**src/rtl/qlen_expand.sv**
```systemverilog
// qlen_expand: turns a stream of length words into a stream of per-item
// indices. Each din word of length N yields N items (N+1 when INCLUSIVE),
// with a new innermost eot bit marking the final item. Outer eot bits of
// din are copied onto every item of the expansion.
//
// Handshake semantics (both ports): a transfer happens on a rising clk edge
// where valid && ready; once valid is raised the data is held stable until
// that transfer. din is consumed only together with its last dout item, or
// on its own in a single cycle when the word expands to zero items.
module qlen_expand #(
  parameter int W_LEN     = 16,
  parameter int DIN_LVL   = 1,
  parameter int INCLUSIVE = 0,
  parameter int DOWN      = 0
) (
  input  logic                       clk,
  input  logic                       rst,
  input  logic                       din_valid,
  output logic                       din_ready,
  input  logic [DIN_LVL+W_LEN-1:0]   din_data,
  output logic                       dout_valid,
  input  logic                       dout_ready,
  output logic [DIN_LVL+W_LEN:0]     dout_data
);

  localparam int WT = W_LEN + 1;

  logic [W_LEN-1:0] cnt_q;
  logic [W_LEN-1:0] cnt_d;
  logic [W_LEN-1:0] cnt_cur;
  logic [W_LEN-1:0] idx_down;
  logic [WT-1:0]    total;
  logic [WT-1:0]    total_m1;
  logic             last;
  logic             xfer;

  // Item presentation: index, inner last and handshakes are all combinational
  // from din and the item counter. While rst is high the counter is treated
  // as 0 so the outputs already show the restart of the expansion.
  always_comb begin
    total      = {1'b0, din_data[W_LEN-1:0]} + WT'(INCLUSIVE != 0);
    total_m1   = total - WT'(1);
    cnt_cur    = rst ? '0 : cnt_q;
    last       = ({1'b0, cnt_cur} == total_m1);
    idx_down   = total_m1[W_LEN-1:0] - cnt_cur;
    dout_valid = din_valid && (total != '0);
    xfer       = dout_valid && dout_ready;
    din_ready  = (xfer && last) || (din_valid && (total == '0));
    dout_data  = {din_data[W_LEN +: DIN_LVL], last,
                  (DOWN != 0) ? idx_down : cnt_cur};
  end

  // Counter next state: restart on reset or after the last item, advance on
  // every other accepted item, hold while stalled.
  always_comb begin
    cnt_d = cnt_q;
    if (rst) begin
      cnt_d = '0;
    end else if (xfer && last) begin
      cnt_d = '0;
    end else if (xfer) begin
      cnt_d = cnt_q + W_LEN'(1);
    end
  end

  // Item counter register.
  always_ff @(posedge clk) begin
    cnt_q <= cnt_d;
  end

endmodule

```
**config.mk**
```make
export PLATFORM = sky130hd
export DESIGN_NAME = qlen_expand
export DESIGN_NICKNAME = d
export VERILOG_FILES = /design/src/rtl/qlen_expand.sv
export SDC_FILE = /design/constraint.sdc
export NUM_CORES = 1
export LEC_CHECK = 0
export CAP_MARGIN = 20
export CORE_ASPECT_RATIO = 0.5
export CORE_MARGIN = 2
export CORE_UTILIZATION = 55
export CTS_BUF_LIST = sky130_fd_sc_hd__clkbuf_8
export DETAILED_ROUTE_END_ITERATION = 10
export PLACE_DENSITY_LB_ADDON = 0.1
export SLEW_MARGIN = 0
export SYNTH_ARGS = -nofsm -noshare
export SYNTH_HDL_FRONTEND = slang
export SYNTH_SLANG_ARGS = --single-unit
```
**constraint.sdc**
```tcl
create_clock -name clk -period 7 [get_ports clk]
set_input_delay 0.7 -clock clk [delete_from_list [all_inputs] [get_ports clk]]
set_output_delay 0.7 -clock clk [all_outputs]
set_load 0.03 [all_outputs]
```
; Yosys cells after proc, flatten, opt, wreduce, memory -nomap -nowiden
; Cells that the tools add are included.
[op_classes]
shift = 0
n_bitwise = 0
n_reduce_logical = 8
n_div = 0
eq_ne = 1
n_addsub = 2
n_mux = 1
mul = 0
order_cmp = 0
[op_table]
columns = operator, count
row1 = 16-bit by 17-bit == test with 1-bit output, 1
row2 = 17-bit logical NOT, 1
row3 = 17-bit nonzero test, 1
row4 = "16-bit by 1-bit subtractor with 17-bit output, second input constant", 1
row5 = "16-bit by 1-bit adder with 16-bit output, second input constant", 1
row6 = 16-bit two-way mux, 1
row7 = 1-bit logical AND, 4
row8 = 2-bit OR reduction, 1
row9 = 1-bit logical OR, 1
[totals]
romBits = 0
out_inout_bits = 20
ram_bits = 0
register_bits = 16
memories = 0
latchBits = 0

; Longest topological paths before layout
[logic_depth]
depth_word = 5
mapped_depth = 11
mapped_depth_nobuf = 10

; Worst setup path after synthesis
; No wires, ideal clock.
[synth_timing]
path_kind = input port to output port
startpoint = in din_data[8]
endpoint = out din_ready
arrival_time_ns = 3.329
cell_stages = 9
slack_ns = 2.971
cell_sequence = buf_6 or4_4 or3_4 or3_1 a32oi_1 a21oi_1 nor4_4 nand2_1 a21boi_0
[synth_between]
word_cells_on_any_way = 9
classes_between = add/sub: 1 / eq/ne: 1 / reduce/logical: 7
[synth_rtl]
columns = item, line_no
row1 = start: declaration, 20  ; input logic [DIN_LVL+W_LEN-1:0] din_data,
row2 = 16-bit by 1-bit subtractor with 17-bit output, 42  ; total_m1 = total - WT'(1);
row3 = 16-bit by 17-bit == test with 1-bit output, 44  ; last = ({1'b0, cnt_cur} == total_m1);
row4 = net last, 34  ; logic last;
row5 = 1-bit logical AND, 48  ; din_ready = (xfer && last) || (din_valid && (total == '0));
row6 = 1-bit logical OR, 48
row7 = end: declaration, 19  ; output logic din_ready,
; The timed path passes the listed nets, and every way through them passes these cells.

; Worst setup path in the final report
[layout_timing]
startpoint = in rst
endpoint = out din_ready
[layout_between]
elab_chain_len = 4
[layout_lines]
columns = item, line_no
row1 = start: declaration, 17  ; input logic rst,
row2 = 16-bit two-way mux, 43  ; cnt_cur = rst ? '0 : cnt_q;
row3 = 16-bit by 17-bit == test with 1-bit output, 44
row4 = 1-bit logical AND, 48
row5 = 1-bit logical OR, 48
; Every way passes these cells.

==> flow_results.xml <==
<?xml version="1.0" encoding="UTF-8"?>
<metrics>
  <group name="route">
    <metric name="drc_violations_left" unit="">0</metric>
    <metric name="drt_wl_total" unit="um">3930</metric>
    <metric name="detail_route.wirelength.met1" unit="um">1990</metric>
    <metric name="routed-wl-met3" unit="um">282</metric>
    <metric name="first_pass_iters" unit="">4</metric>
    <metric name="avgViaCountPerCell" unit="">5.55</metric>
    <metric name="drt_iter0_markers" unit="">123</metric>
    <metric name="route.detailed.wl_per_inst" unit="um">14.7</metric>
    <metric name="detail-route-antenna-nets" unit="">0</metric>
    <metric name="detailed_route_wirelength_on_metal2" unit="um">1630</metric>
    <metric name="dr_total_vias" unit="">1481</metric>
    <metric name="dr.max_layer_used" unit="">met4</metric>
  </group>
  <group name="logic_synthesis">
    <metric name="synth.ff_latch_count" unit="">16</metric>
    <metric name="synth_cells" unit="">198</metric>
    <metric name="yosys.area_share.adder" unit="%">1.56</metric>
    <metric name="yosys.cell_types.count" unit="">51</metric>
    <metric name="yosys.area_share.simple" unit="%">39.7</metric>
    <metric name="syn_area_per_cell" unit="um^2">8.09</metric>
    <metric name="post_synth_mux_area_share" unit="%">0.625</metric>
    <metric name="synth_top_area_cell" unit="">dfxtp_1</metric>
    <metric name="area_fraction_in_compound_gates_after_synthesis" unit="%">11.6</metric>
    <metric name="netlist_area" unit="mm^2">0.00160</metric>
    <metric name="asyncSetResetFlopFracSynth" unit="%">0</metric>
    <metric name="most_instantiated_flip_flop_cell_in_the_synthesis_netlist" unit="">dfxtp_1</metric>
    <metric name="post-synth-top-area-fraction" unit="%">20.0</metric>
    <metric name="synth_edf_count" unit="">0</metric>
    <metric name="netlist_top_cells_area" unit="">dfxtp_1, xor2_1, xnor2_1</metric>
    <metric name="syn-num-nets" unit="">221</metric>
    <metric name="dominant_combinational_cell_family_by_area_after_synthesis" unit="">simple AND/OR/NAND/NOR gates</metric>
    <metric name="synth_area_in_xor_xnor" unit="%">19.9</metric>
    <metric name="most_frequent_cell_after_synthesis" unit="">xor2_1</metric>
    <metric name="synth.top_cells.by_count" unit="">xor2_1, dfxtp_1, nand2_1</metric>
    <metric name="synth-warning-count" unit="">0</metric>
    <metric name="synth-seq-area-share" unit="%">20.0</metric>
  </group>
  <group name="timing">
    <metric name="finalHoldViolations" unit="">0</metric>
    <metric name="finalCriticalPeriod" unit="ns">5.12</metric>
    <metric name="hold_slack" unit="ns">0.570</metric>
    <metric name="post-route-worst-setup-slack" unit="ns">1.88</metric>
    <metric name="grt_setup_unrepaired" unit="">false</metric>
    <metric name="max_freq" unit="MHz">195</metric>
    <metric name="skew" unit="ns">0.000494</metric>
    <metric name="relSlewSlack" unit="%">43.4</metric>
    <metric name="timing_worst_slew_pin_value" unit="ns">0.846</metric>
    <metric name="sum_of_negative_setup_slack" unit="ns">0</metric>
    <metric name="report.final.setup_viol" unit="">0</metric>
    <metric name="post-route-period-util" unit="%">73.1</metric>
    <metric name="maxSlewViolCount" unit="">0</metric>
  </group>
  <group name="critical_path">
    <metric name="crit_path_start_kind" unit="">input port</metric>
    <metric name="arrival" unit="ns">4.42</metric>
    <metric name="endpoint_kind" unit="">output port</metric>
    <metric name="criticalPathCategory" unit="">input port to output port</metric>
    <metric name="crit_required" unit="ns">6.30</metric>
    <metric name="critPathMaxFanout" unit="">28</metric>
  </group>
  <group name="floorplanning">
    <metric name="die-height" unit="um">42.2</metric>
    <metric name="floorplan_die_area" unit="mm^2">0.00339</metric>
    <metric name="top_level_ports" unit="">41</metric>
    <metric name="chipWidth" unit="um">80.3</metric>
    <metric name="fp-row-count" unit="">13</metric>
    <metric name="start_util" unit="%">59.7</metric>
    <metric name="placeable_core_area" unit="mm^2">0.00268</metric>
  </group>
  <group name="power_and_ir_drop">
    <metric name="powerDensity" unit="mW/mm^2">109</metric>
    <metric name="power_leakage" unit="uW">0.000693</metric>
    <metric name="vdd_drop_max" unit="mV">0.117</metric>
  </group>
  <group name="finish">
    <metric name="largest_registers" unit="">cnt_q x16</metric>
    <metric name="layout.nets" unit="">254</metric>
    <metric name="largest_register" unit="">cnt_q</metric>
    <metric name="final_layout_size_suffix_gt1_share" unit="%">13.0</metric>
    <metric name="largest_register_ffs" unit="">16</metric>
    <metric name="antennaDiodeCount" unit="">0</metric>
    <metric name="finish.instance_area" unit="mm^2">0.00200</metric>
    <metric name="area.growth.synth_to_final" unit="%">24.7</metric>
  </group>
  <group name="global_route">
    <metric name="grt_max_degree" unit="">29</metric>
    <metric name="grt_pass1_wl" unit="um">6500</metric>
    <metric name="global_route.usage.total" unit="%">24.3</metric>
    <metric name="grt_remaining_overflow" unit="">0</metric>
    <metric name="antenna_found_initial" unit="">0</metric>
    <metric name="grt_pass1_vias" unit="">1412</metric>
  </group>
  <group name="cts">
    <metric name="cts.clk_slew.worst_paths" unit="ns">0.06</metric>
    <metric name="hold_buffers" unit="">0</metric>
    <metric name="clk_path_buf_depth" unit="">2</metric>
    <metric name="cts.sinks" unit="">16</metric>
    <metric name="insertion_delay" unit="ns">0.24</metric>
    <metric name="ctsHtreeMaxLevel" unit="">1</metric>
    <metric name="cts.repair.resized" unit="">0</metric>
    <metric name="cts_root_buffer" unit="">clkbuf_8</metric>
    <metric name="cts_tree" unit="">yes</metric>
    <metric name="cts-buffers-inserted" unit="">3</metric>
    <metric name="post-cts-setup-buffers" unit="">0</metric>
  </group>
  <group name="placed_design">
    <metric name="place_area" unit="mm^2">0.00194</metric>
    <metric name="gpl_congestion" unit="">0.885</metric>
    <metric name="portBuffers" unit="">38</metric>
    <metric name="place_hpwl" unit="um">3090</metric>
    <metric name="dpl_worst_slack" unit="ns">1.93</metric>
  </group>
  <group name="flow_run">
    <metric name="drv_cap" unit="">0</metric>
  </group>
  <group name="status">
    <metric name="outcome" unit="">finished, final reports clean</metric>
  </group>
  <group name="min_path">
    <metric name="worst_hold_path_type" unit="">register to register</metric>
  </group>
</metrics>
layer usage:
layer  global-route usage (%)  vias up
met5                        0        -
met1                     37.1      679
met2                     37.2       46
li1                         -      752
met3                     3.23        4
met4                     3.05        0
cells by family (layout without fill, tap and decap cells):
group                    after synthesis  in the layout
AND/OR/NAND/NOR                      102            102
XOR/XNOR                              34             34
AO/OA/AOI/OAI                         27             27
flip-flops                            16             16
buffers and inverters                 16             48
adder cells (fa/ha/maj)                2              2
multiplexers                           1              1
cells in the final DEF, fill, tap and decap left out, drive strengths merged, types with 2 or more instances in the layout:
master,Yosys,layout
or3,4,4
or4,3,3
ha,2,2
nor2b,15,15
clkdlybuf4s50,0,38
o211ai,3,3
nor3,4,4
and2,2,2
nand2b,2,2
nand2,16,16
dfxtp,16,16
o21ai,5,5
o311ai,2,2
clkbuf,3,4
nand4,4,4
a31oi,4,4
and4,2,2
xor2,18,18
nor4,4,4
inv,6,6
or3b,2,2
a21oi,6,6
nor4b,3,3
and3,4,4
xnor2,15,15
o31ai,2,2
nor2,25,25
nand3,9,9
final timing paths:
check / startpoint / endpoint / slack [ns] / cells past startpoint
worst max register to register: cnt_q[10]$_SDFFE_PP0P_ / cnt_q[7]$_SDFFE_PP0P_ / 4.40 / 8
worst min register to register: cnt_q[1]$_SDFFE_PP0P_ / cnt_q[1]$_SDFFE_PP0P_ / 0.57 / 2
worst max-delay path: rst / din_ready / 1.88 / 10
worst min-delay path: cnt_q[1]$_SDFFE_PP0P_ / cnt_q[1]$_SDFFE_PP0P_ / 0.57 / 2
worst max-delay path, stage by stage:
cell and delay [ns]:
clkdlybuf4s50_1 1.02, and3b_1 0.27, o311ai_0 0.41, o31ai_1 0.15, nor4b_1 0.35, o21ai_2 0.11, nor4_4 0.42, nand2_1 0.11
a21boi_0 0.18, clkdlybuf4s50_1 0.69
area by class of cell:
class                      count  area [um^2]
multi-input combinational    166         1170
sequential                    16          320
fill                         203          684
tap                           37         46.3
clock buffer                   4         55.1
timing repair buffer          38          380
inverter                       6         22.5
where the power goes:
| part | internal, uW | switching (uW) |
|---|---|---|
| Combinational | 22.7 | 23.6 |
| Sequential | 91.7 | 1.26 |
| Clock | 49.8 | 29.5 |
| Total | 164 | 54.3 |
stage by stage:
step	std cells	util, %	total power, uW
2_1_floorplan	198	-	122
3_3_place_gp	263	72.4	140
3_5_place_dp	263	72.4	141
4_1_cts	267	74.5	219
5_1_grt	267	74.5	228
6_report	267	74.5	219
(Power assumes the default switching activity.)
